File: src/rtl/matvec_pkg.sv
// Shared types and default sizes for the matrix-vector engine.
package matvec_pkg;

  typedef enum logic [1:0] {
    IDLE = 2'd0,
    RUN  = 2'd1,
    DONE = 2'd2
  } state_t;

  localparam int DEF_ROWS       = 8;
  localparam int DEF_COLS       = 8;
  localparam int DEF_DATA_WIDTH = 8;
  localparam int DEF_SIGNED     = 0;
  localparam int DEF_ACC_WIDTH  = 2 * DEF_DATA_WIDTH + $clog2(DEF_COLS);

endpackage

File: src/rtl/matvec_engine_mac_lane.sv
// One multiply-accumulate lane: acc_q += ext(a) * ext(b) modulo 2^ACC_WIDTH.
module mac_lane
  import matvec_pkg::*;
#(
  parameter int DATA_WIDTH = DEF_DATA_WIDTH,
  parameter int ACC_WIDTH  = DEF_ACC_WIDTH,
  parameter int SIGNED     = DEF_SIGNED
) (
  input  logic                  clk,
  input  logic                  rst_n,
  input  logic                  en,
  input  logic                  clr,
  input  logic [DATA_WIDTH-1:0] a,
  input  logic [DATA_WIDTH-1:0] b,
  output logic [ACC_WIDTH-1:0]  acc
);

  logic [ACC_WIDTH-1:0] acc_q;
  logic [ACC_WIDTH-1:0] prod;

  function automatic logic [ACC_WIDTH-1:0] extend(input logic [DATA_WIDTH-1:0] x);
    logic [ACC_WIDTH-1:0] r;
    r = {ACC_WIDTH{(SIGNED != 0) && x[DATA_WIDTH-1]}};
    r[DATA_WIDTH-1:0] = x;
    return r;
  endfunction

  // Multiplying the extended operands at accumulator width gives the
  // two's-complement product already reduced modulo 2^ACC_WIDTH.
  assign prod = extend(a) * extend(b);

  // acc includes the current term so the caller can capture the final
  // total on the same edge that accumulates the last column.
  assign acc = acc_q + prod;

  always_ff @(posedge clk) begin
    if (!rst_n)   acc_q <= '0;
    else if (clr) acc_q <= '0;
    else if (en)  acc_q <= acc;
  end

endmodule

File: src/rtl/matvec_engine.sv
// Matrix-vector multiply: ROWS parallel MAC lanes stepping over COLS columns.
module matvec_engine
  import matvec_pkg::*;
#(
  parameter int ROWS       = DEF_ROWS,
  parameter int COLS       = DEF_COLS,
  parameter int DATA_WIDTH = DEF_DATA_WIDTH,
  parameter int ACC_WIDTH  = 2 * DATA_WIDTH + $clog2(COLS),
  parameter int SIGNED     = DEF_SIGNED
) (
  input  logic                                clk,
  input  logic                                rst_n,
  input  logic                                start,
  input  logic                                abort,
  input  logic [ROWS*COLS*DATA_WIDTH-1:0]     a_matrix,
  input  logic [COLS*DATA_WIDTH-1:0]          b_vector,
  output logic                                busy,
  output logic                                done,
  output logic [ROWS*ACC_WIDTH-1:0]           c_vector,
  output logic [ACC_WIDTH+$clog2(ROWS)-1:0]   sum
);

  localparam int SUM_W = ACC_WIDTH + $clog2(ROWS);
  localparam int KW    = (COLS > 1) ? $clog2(COLS) : 1;

  state_t                          state;
  logic [KW-1:0]                   k;
  logic [ROWS*COLS*DATA_WIDTH-1:0] a_snap;
  logic [COLS*DATA_WIDTH-1:0]      b_snap;
  logic [ROWS*ACC_WIDTH-1:0]       lane_acc;
  logic [DATA_WIDTH-1:0]           b_cur;
  logic [SUM_W-1:0]                total;
  logic                            lane_en;
  logic                            lane_clr;

  function automatic logic [SUM_W-1:0] widen(input logic [ACC_WIDTH-1:0] x);
    logic [SUM_W-1:0] r;
    r = {SUM_W{(SIGNED != 0) && x[ACC_WIDTH-1]}};
    r[ACC_WIDTH-1:0] = x;
    return r;
  endfunction

  // Abort clears the lanes; so does accepting a new start.
  assign lane_en  = (state == RUN) && !abort;
  assign lane_clr = abort || ((state == IDLE) && start);
  assign b_cur    = b_snap[int'(k)*DATA_WIDTH +: DATA_WIDTH];

  for (genvar r = 0; r < ROWS; r++) begin : g_lane
    mac_lane #(
      .DATA_WIDTH (DATA_WIDTH),
      .ACC_WIDTH  (ACC_WIDTH),
      .SIGNED     (SIGNED)
    ) u_lane (
      .clk   (clk),
      .rst_n (rst_n),
      .en    (lane_en),
      .clr   (lane_clr),
      .a     (a_snap[(r*COLS + int'(k))*DATA_WIDTH +: DATA_WIDTH]),
      .b     (b_cur),
      .acc   (lane_acc[r*ACC_WIDTH +: ACC_WIDTH])
    );
  end

  always_comb begin
    total = '0;
    for (int r = 0; r < ROWS; r++)
      total = total + widen(lane_acc[r*ACC_WIDTH +: ACC_WIDTH]);
  end

  always_ff @(posedge clk) begin
    if (!rst_n) begin
      state    <= IDLE;
      k        <= '0;
      a_snap   <= '0;
      b_snap   <= '0;
      c_vector <= '0;
      sum      <= '0;
      busy     <= 1'b0;
      done     <= 1'b0;
    end else begin
      case (state)
        IDLE: begin
          done <= 1'b0;
          if (start && !abort) begin
            a_snap <= a_matrix;
            b_snap <= b_vector;
            k      <= '0;
            busy   <= 1'b1;
            state  <= RUN;
          end
        end
        RUN: begin
          if (abort) begin
            k     <= '0;
            busy  <= 1'b0;
            state <= IDLE;
          end else if (k == KW'(COLS - 1)) begin
            k        <= '0;
            c_vector <= lane_acc;
            sum      <= total;
            done     <= 1'b1;
            state    <= DONE;
          end else begin
            k <= k + 1'b1;
          end
        end
        default: begin
          done  <= 1'b0;
          busy  <= 1'b0;
          state <= IDLE;
        end
      endcase
    end
  end

endmodule

File: config.mk
export PLATFORM = sky130hd
export DESIGN_NAME = matvec_engine
export DESIGN_NICKNAME = d
export VERILOG_FILES = /design/src/rtl/matvec_pkg.sv /design/src/rtl/matvec_engine_mac_lane.sv /design/src/rtl/matvec_engine.sv
export SDC_FILE = /design/constraint.sdc
export NUM_CORES = 2
export LEC_CHECK = 0
export BUFFER_PORTS_ARGS = -buffer_cell sky130_fd_sc_hd__clkbuf_2
export CORE_UTILIZATION = 35
export CTS_BUF_LIST = sky130_fd_sc_hd__clkbuf_8 sky130_fd_sc_hd__clkbuf_16
export DETAILED_ROUTE_END_ITERATION = 16
export PLACE_DENSITY = 0.49
export SLEW_MARGIN = 20
export SYNTH_ARGS = -nofsm -noshare
export SYNTH_HDL_FRONTEND = slang
export SYNTH_SLANG_ARGS = --single-unit
File: constraint.sdc
create_clock -name clk -period 11.58 [get_ports clk]
set_clock_uncertainty 0.05 [all_clocks]
set_input_delay 2.895 -clock clk [delete_from_list [all_inputs] [get_ports clk]]
set_output_delay 2.895 -clock clk [all_outputs]
set_load 0.02 [all_outputs]
### After elaboration in Yosys (flattened, before gate mapping)

Cells that the tools add are included.

* register bits: 909
* bits of input ports: 580
* output and inout port bits: 176
* word-level logic and storage cells: 89

* add/subtract/negate cells: 23
* $mul: 8
* equal/unequal tests: 5
* shifts and indexed selects: 9
* muxes and demuxes: 11
* bitwise logic cells: 2
* reductions and logical operators: 15

Operators with widths (number)
* 512-bit by 11-bit variable part select with 8-bit output: 4
* 512-bit by 10-bit variable part select with 8-bit output: 2
* 512-bit by 7-bit variable part select with 8-bit output: 1
* 512-bit by 9-bit variable part select with 8-bit output: 1
* 19-bit by 16-bit adder with 19-bit output: 8
* 8-bit by 8-bit multiplier with 16-bit output: 8
* 22-bit by 19-bit adder with 22-bit output: 4
* 64-bit by 7-bit variable part select with 8-bit output: 1
* 6-bit by 3-bit adder with 7-bit output, first input constant: 4
* 21-bit by 19-bit adder with 22-bit output: 1
* 20-bit by 19-bit adder with 21-bit output: 1
* 19-bit by 19-bit adder with 20-bit output: 1
* 5-bit by 3-bit adder with 6-bit output, first input constant: 2
* 2-bit AND reduction: 6
* 3-bit two-way mux: 3
* 2-bit two-way mux: 3
* 3-bit case mux with 2 select lines: 1
* 4-bit by 3-bit adder with 5-bit output, first input constant: 1
* 2-bit case mux with 2 select lines: 1
* 3-bit by 1-bit adder with 3-bit output, second input constant: 1
* 3-bit equality test, second input constant: 1
* 1-bit logical AND: 3
* 3-bit by 2-bit inequality test with 1-bit output, second input constant: 1
* 3-bit AND reduction: 1
* other kinds (11): 13

### Logic depth before layout (Yosys ltp)

* depth after elaboration: 11
* depth in mapped cells: 39
* depth with buffers taken out: 35

### Hierarchy

Synthesis repeated with hierarchy kept, for this count alone.

* cells, all modules: 7267
* area, all modules: 61825.5 um^2

Modules (own cells, without submodules)
* matvec_engine: times used 1, cells an instance 3987, area an instance 33981.3 um^2, seq. area each 15154.5 um^2
* mac_lane at g_lane[1].u_lane ...: times used 3, cells an instance 393, area an instance 3393.3 um^2, seq. area each 380.4 um^2
* mac_lane at g_lane[4].u_lane ...: times used 2, cells an instance 407, area an instance 3445.8 um^2, seq. area each 380.4 um^2
* mac_lane at g_lane[6].u_lane: times used 1, cells an instance 441, area an instance 3628.5 um^2, seq. area each 380.4 um^2
* mac_lane at g_lane[7].u_lane: times used 1, cells an instance 429, area an instance 3627.2 um^2, seq. area each 380.4 um^2
* mac_lane at g_lane[0].u_lane: times used 1, cells an instance 417, area an instance 3517.1 um^2, seq. area each 380.4 um^2

### Worst setup path before layout

OpenSTA, ideal clock, no wires.

* kind: reg-to-reg
* start point: reg k[0]
* end point: reg sum[20]
* library setup time: 130 ps
* arrival: 9127 ps
* data required time: 11400 ps
* path slack: 2273 ps
* cell stages (with the launch flop): 36
* clock period less this slack: 9307 ps
* path through: dfxtp_1 -> buf_4 -> buf_2 -> mux4_2 -> mux2i_1 -> clkbuf_1 -> nor2_1 -> fa_1 -> inv_1 -> fa_1 -> inv_1 -> fa_1 -> inv_1 -> fa_1 -> inv_1 -> ha_1 -> a21oi_1 -> o21ai_0 -> a31oi_1 -> o21bai_1 -> o2111a_1 -> a2111o_1 -> a21o_1 -> fa_1 -> fa_1 -> fa_1 -> inv_1 -> fa_1 -> inv_1 -> ha_1 -> a21o_1 -> a21oi_1 -> nor2b_1 -> a311oi_1 -> xor2_1 -> o21ai_0

RTL lines
* start, declared: RTL line matvec_engine.sv:27 `logic [KW-1:0] k;`
* start signal, assigned: RTL line matvec_engine.sv:104 `k <= k + 1'b1;`
* 6-bit by 3-bit adder with 7-bit output: RTL line matvec_engine.sv:58 `.a (a_snap[(r*COLS + int'(k))*DATA_WIDTH +: DATA_WIDTH]),`
* 512-bit by 11-bit variable part select with 8-bit output: RTL line matvec_engine.sv:58
* 8-bit by 8-bit multiplier with 16-bit output *: RTL line matvec_engine_mac_lane.sv:30 `assign prod = extend(a) * extend(b);`
* 19-bit by 16-bit adder with 19-bit output *: RTL line matvec_engine_mac_lane.sv:34 `assign acc = acc_q + prod;`
* via g_lane[4].u_lane.acc[17]: RTL line matvec_engine_mac_lane.sv:15 `output logic [ACC_WIDTH-1:0] acc`
* 22-bit by 19-bit adder with 22-bit output * (4 in a row): RTL line matvec_engine.sv:67 `total = total + widen(lane_acc[r*ACC_WIDTH +: ACC_WIDTH]);`
* end signal, assigned: RTL line matvec_engine.sv:100 `sum <= total;`
* end, declared: RTL line matvec_engine.sv:20 `output logic [ACC_WIDTH+$clog2(ROWS)-1:0] sum`

The timed path passes the listed nets; every way through them passes the cells marked *.
A chain may end at the register's enable or synchronous reset.

### Worst setup path after layout

* start point: reg k[0]
* end point: reg sum[15]

The elaborated chain is that of the path after synthesis.

==> impl_metrics.py <==
metrics = {
    "sta": {
        "finalCritPeriodShare_pct": 92.0,
        "setup_viol": 0,
        "finalCriticalPeriod_ps": 10650,
        "final_hold_viol_count": 0,
        "hold_ws_ps": 400,
        "relSlewSlack_pct": 22.6,
        "fin_ws_ps": 931,
        "max_freq_mhz": 93.9,
        "tightest_slew_ps": 1160,
        "drv_slew": 0,
        "setup_tns_ps": 0,
        "rsz0062_at_grt": "false",
    },
    "synthesis": {
        "syn-instance-count": 6982,
        "ys_ff_latch": 909,
        "synth_nets": 8427,
        "synth_edf_count": 0,
        "syn_area_um2": 59600,
        "async_reset_ff_share_pct": 0,
        "syn_avg_cell_area_um2": 8.53,
        "synth_warnings": 0,
        "ys_types": 74,
        "yosysSeqAreaShare_pct": 30.5,
        "synth_flop_cell": "dfxtp_1",
    },
    "hold_path": {
        "worstHoldPathCells": 2,
        "hold_start": "b_snap[48]$_SDFFE_PN0P_",
        "hold_path.class": "register to register",
        "holdPathEnd": "b_snap[48]$_SDFFE_PN0P_",
    },
    "cells_and_area": {
        "fin_cells": 9922,
        "fin_area_um2": 70000,
        "layout_common_cells": "1,652 x nand2_1, 934 x inv_1, 906 x dfxtp_1",
        "final_util_pct": 41.3,
        "drive_gt1_share_pct": 18.6,
        "final_nets": 9043,
        "multi_input_area_um2": 36500,
        "area.sequential_um2": 18200,
        "num-fill-cells": 17300,
        "final_common_cell": "nand2_1",
        "area_delta_synth_final_pct": 17.4,
    },
    "route": {
        "wl_per_cell_um": 23.0,
        "drt_iter0_drc": 3998,
        "drc": 0,
        "first_pass_iters": 6,
        "ant_nets": 0,
        "vias": 50300,
        "wirelength_mm": 228,
        "via_per_inst": 5.06,
    },
    "clock_tree": {
        "cts_resized": 0,
        "clk_latency_ps": 780,
        "cts-root-buf": "clkbuf_16",
        "cts_setup_buffers": 0,
        "htreeDepth": 3,
        "numClockSinks": 909,
        "hold_buffers": 0,
        "clk_pin_slew_worst_paths_ps": 60,
        "cts_buffers": 108,
        "cts_tree": "built",
        "cts.path.max_buffers": 3,
    },
    "floorplanning": {
        "std_cell_rows": 151,
        "start_util_pct": 35.2,
        "core_um2": 169000,
        "die_area_um2": 172000,
        "num_io_pins": 756,
        "die_x_um": 415,
        "fp.dieH_um": 415,
    },
    "run": {
        "drv_cap": 0,
    },
    "worst_setup_path": {
        "arrival_ps": 11260,
        "cpMostUsedCell": "fa_1",
        "r2r-end": "sum[15]$_SDFFE_PN0P_",
        "critPathMaxFanout": 28,
        "rr_worst_depth": 32,
        "cpMaxStageDelayCell": "dfxtp_4",
        "cp.required_ps": 12190,
        "slowest_delay_ps": 760,
        "reg2reg_slack_ps": 930,
        "end_kind": "register",
        "start_kind": "register",
        "reg2reg_from": "k[0]$_SDFFE_PN0P_",
        "critPathKind": "register to register",
    },
    "global_routing": {
        "grt_pass1_wl_mm": 334,
        "track_usage_pct": 26.1,
        "grt_pass1_vias": 49400,
        "grt_max_degree": 177,
        "antenna_found_initial": 51,
        "overflow": 0,
    },
    "placed_design": {
        "gp_congestion": 0.914,
        "dp_slack_ps": 955,
        "place_inst": 9706,
        "io_buffers": 755,
        "dp_hpwl_mm": 176,
        "place_area_um2": 66100,
    },
    "power": {
        "seqPwrFrac_pct": 40.9,
        "intPower_mw": 5.77,
        "power_density_nw_per_um2": 115,
        "clkPwrFrac_pct": 45.6,
        "p_leak_nw": 30.8,
        "p_sw_share_pct": 28.2,
        "ir_drop_mv": 0.120,
        "p_switching_mw": 2.27,
        "total_power_mw": 8.03,
        "combPwrFrac_pct": 13.6,
    },
    "run_status": {
        "outcome": "completed",
    },
}
-- cells in the mapped netlist, drive strengths merged, types with 37 or more instances --
library cell / instances / area, um2
nand2: 1655 / 6210
mux2i: 59 / 591
mux4: 144 / 3240
buf: 49 / 243
ha: 352 / 4400
xnor2: 75 / 657
clkbuf: 346 / 1300
o21ai: 101 / 509
xor2: 40 / 350
nor2: 368 / 1380
nand3: 45 / 225
dfxtp: 909 / 18200
a21oi: 850 / 4250
inv: 918 / 3450
and2: 42 / 263
fa: 513 / 10300
or2: 91 / 569
o221a: 41 / 462
a21o: 50 / 375
mux2: 37 / 417
-- power by group through the flow --
stage          combinational, mW  clock [mW]  sequential (mW)
2_1_floorplan              0.631           0             3.33
3_3_place_gp                1.08           0             3.35
3_5_place_dp                1.09           0             3.35
4_1_cts                     1.09        3.74             3.28
5_1_grt                     1.19        3.86             3.29
6_report                    1.09        3.66             3.28
-- final cells by class --
cell class                 count  share of cell area, %
clock inverter                64                   1.01
tap                         2218                   3.97
timing repair buffer         901                   7.29
multi-input combinational   4758                   52.2
clock buffer                 139                   4.47
antenna                       13                 0.0465
inverter                     920                   4.95
sequential                   909                   26.0
-- sequential cells by signal, indices dropped and copies added (netlist names) --
name,count
a_snap,512
b_snap,64
busy,1
c_vector,152
done,1
g_lane.u_lane.acc_q,152
k,3
state,2
sum,22
-- cell families after synthesis --
group	count (synthesis)	share of synthesized area [%]
adder cells (fa/ha/maj)	865	24.6
flip-flops	909	30.5
AO/OA/AOI/OAI	1241	12.1
buffers and inverters	1315	8.38
XOR/XNOR	115	1.69
multiplexers	240	7.13
AND/OR/NAND/NOR	2297	15.5
-- worst max path at each step --
stage	from	end	slack, ps	cells after the start
finish	k[0]$_SDFFE_PN0P_	sum[15]$_SDFFE_PN0P_	930	32
global route	k[0]$_SDFFE_PN0P_	sum[15]$_SDFFE_PN0P_	420	34
CTS	k[0]$_SDFFE_PN0P_	sum[15]$_SDFFE_PN0P_	910	34
detailed placement	k[0]$_SDFFE_PN0P_	sum[15]$_SDFFE_PN0P_	950	34
global placement	k[0]$_SDFFE_PN0P_	sum[21]$_SDFFE_PN0P_	1040	34
floorplan	k[0]$_SDFFE_PN0P_	sum[20]$_SDFFE_PN0P_	2270	35
-- routing by layer --
metal  wire length [um]  global-route usage [%]  part of all wire (%)
met1             108000                    37.7                    47
met4               4520                    5.61                   2.0
met2              99300                    39.7                    44
met5                476                       0                  0.21
met3              15900                    5.72                   7.0
-- critical path, delay by kind of cell (launching register included) --
kind	cells	cell delay, ps
compound gates	8	2070
xor+xnor	2	780
fa+ha+maj	10	4520
buf+inv	7	930
flops	1	760
mux	2	1080
simple gates	3	340
No activity file was read; power rests on OpenSTA's default activity.
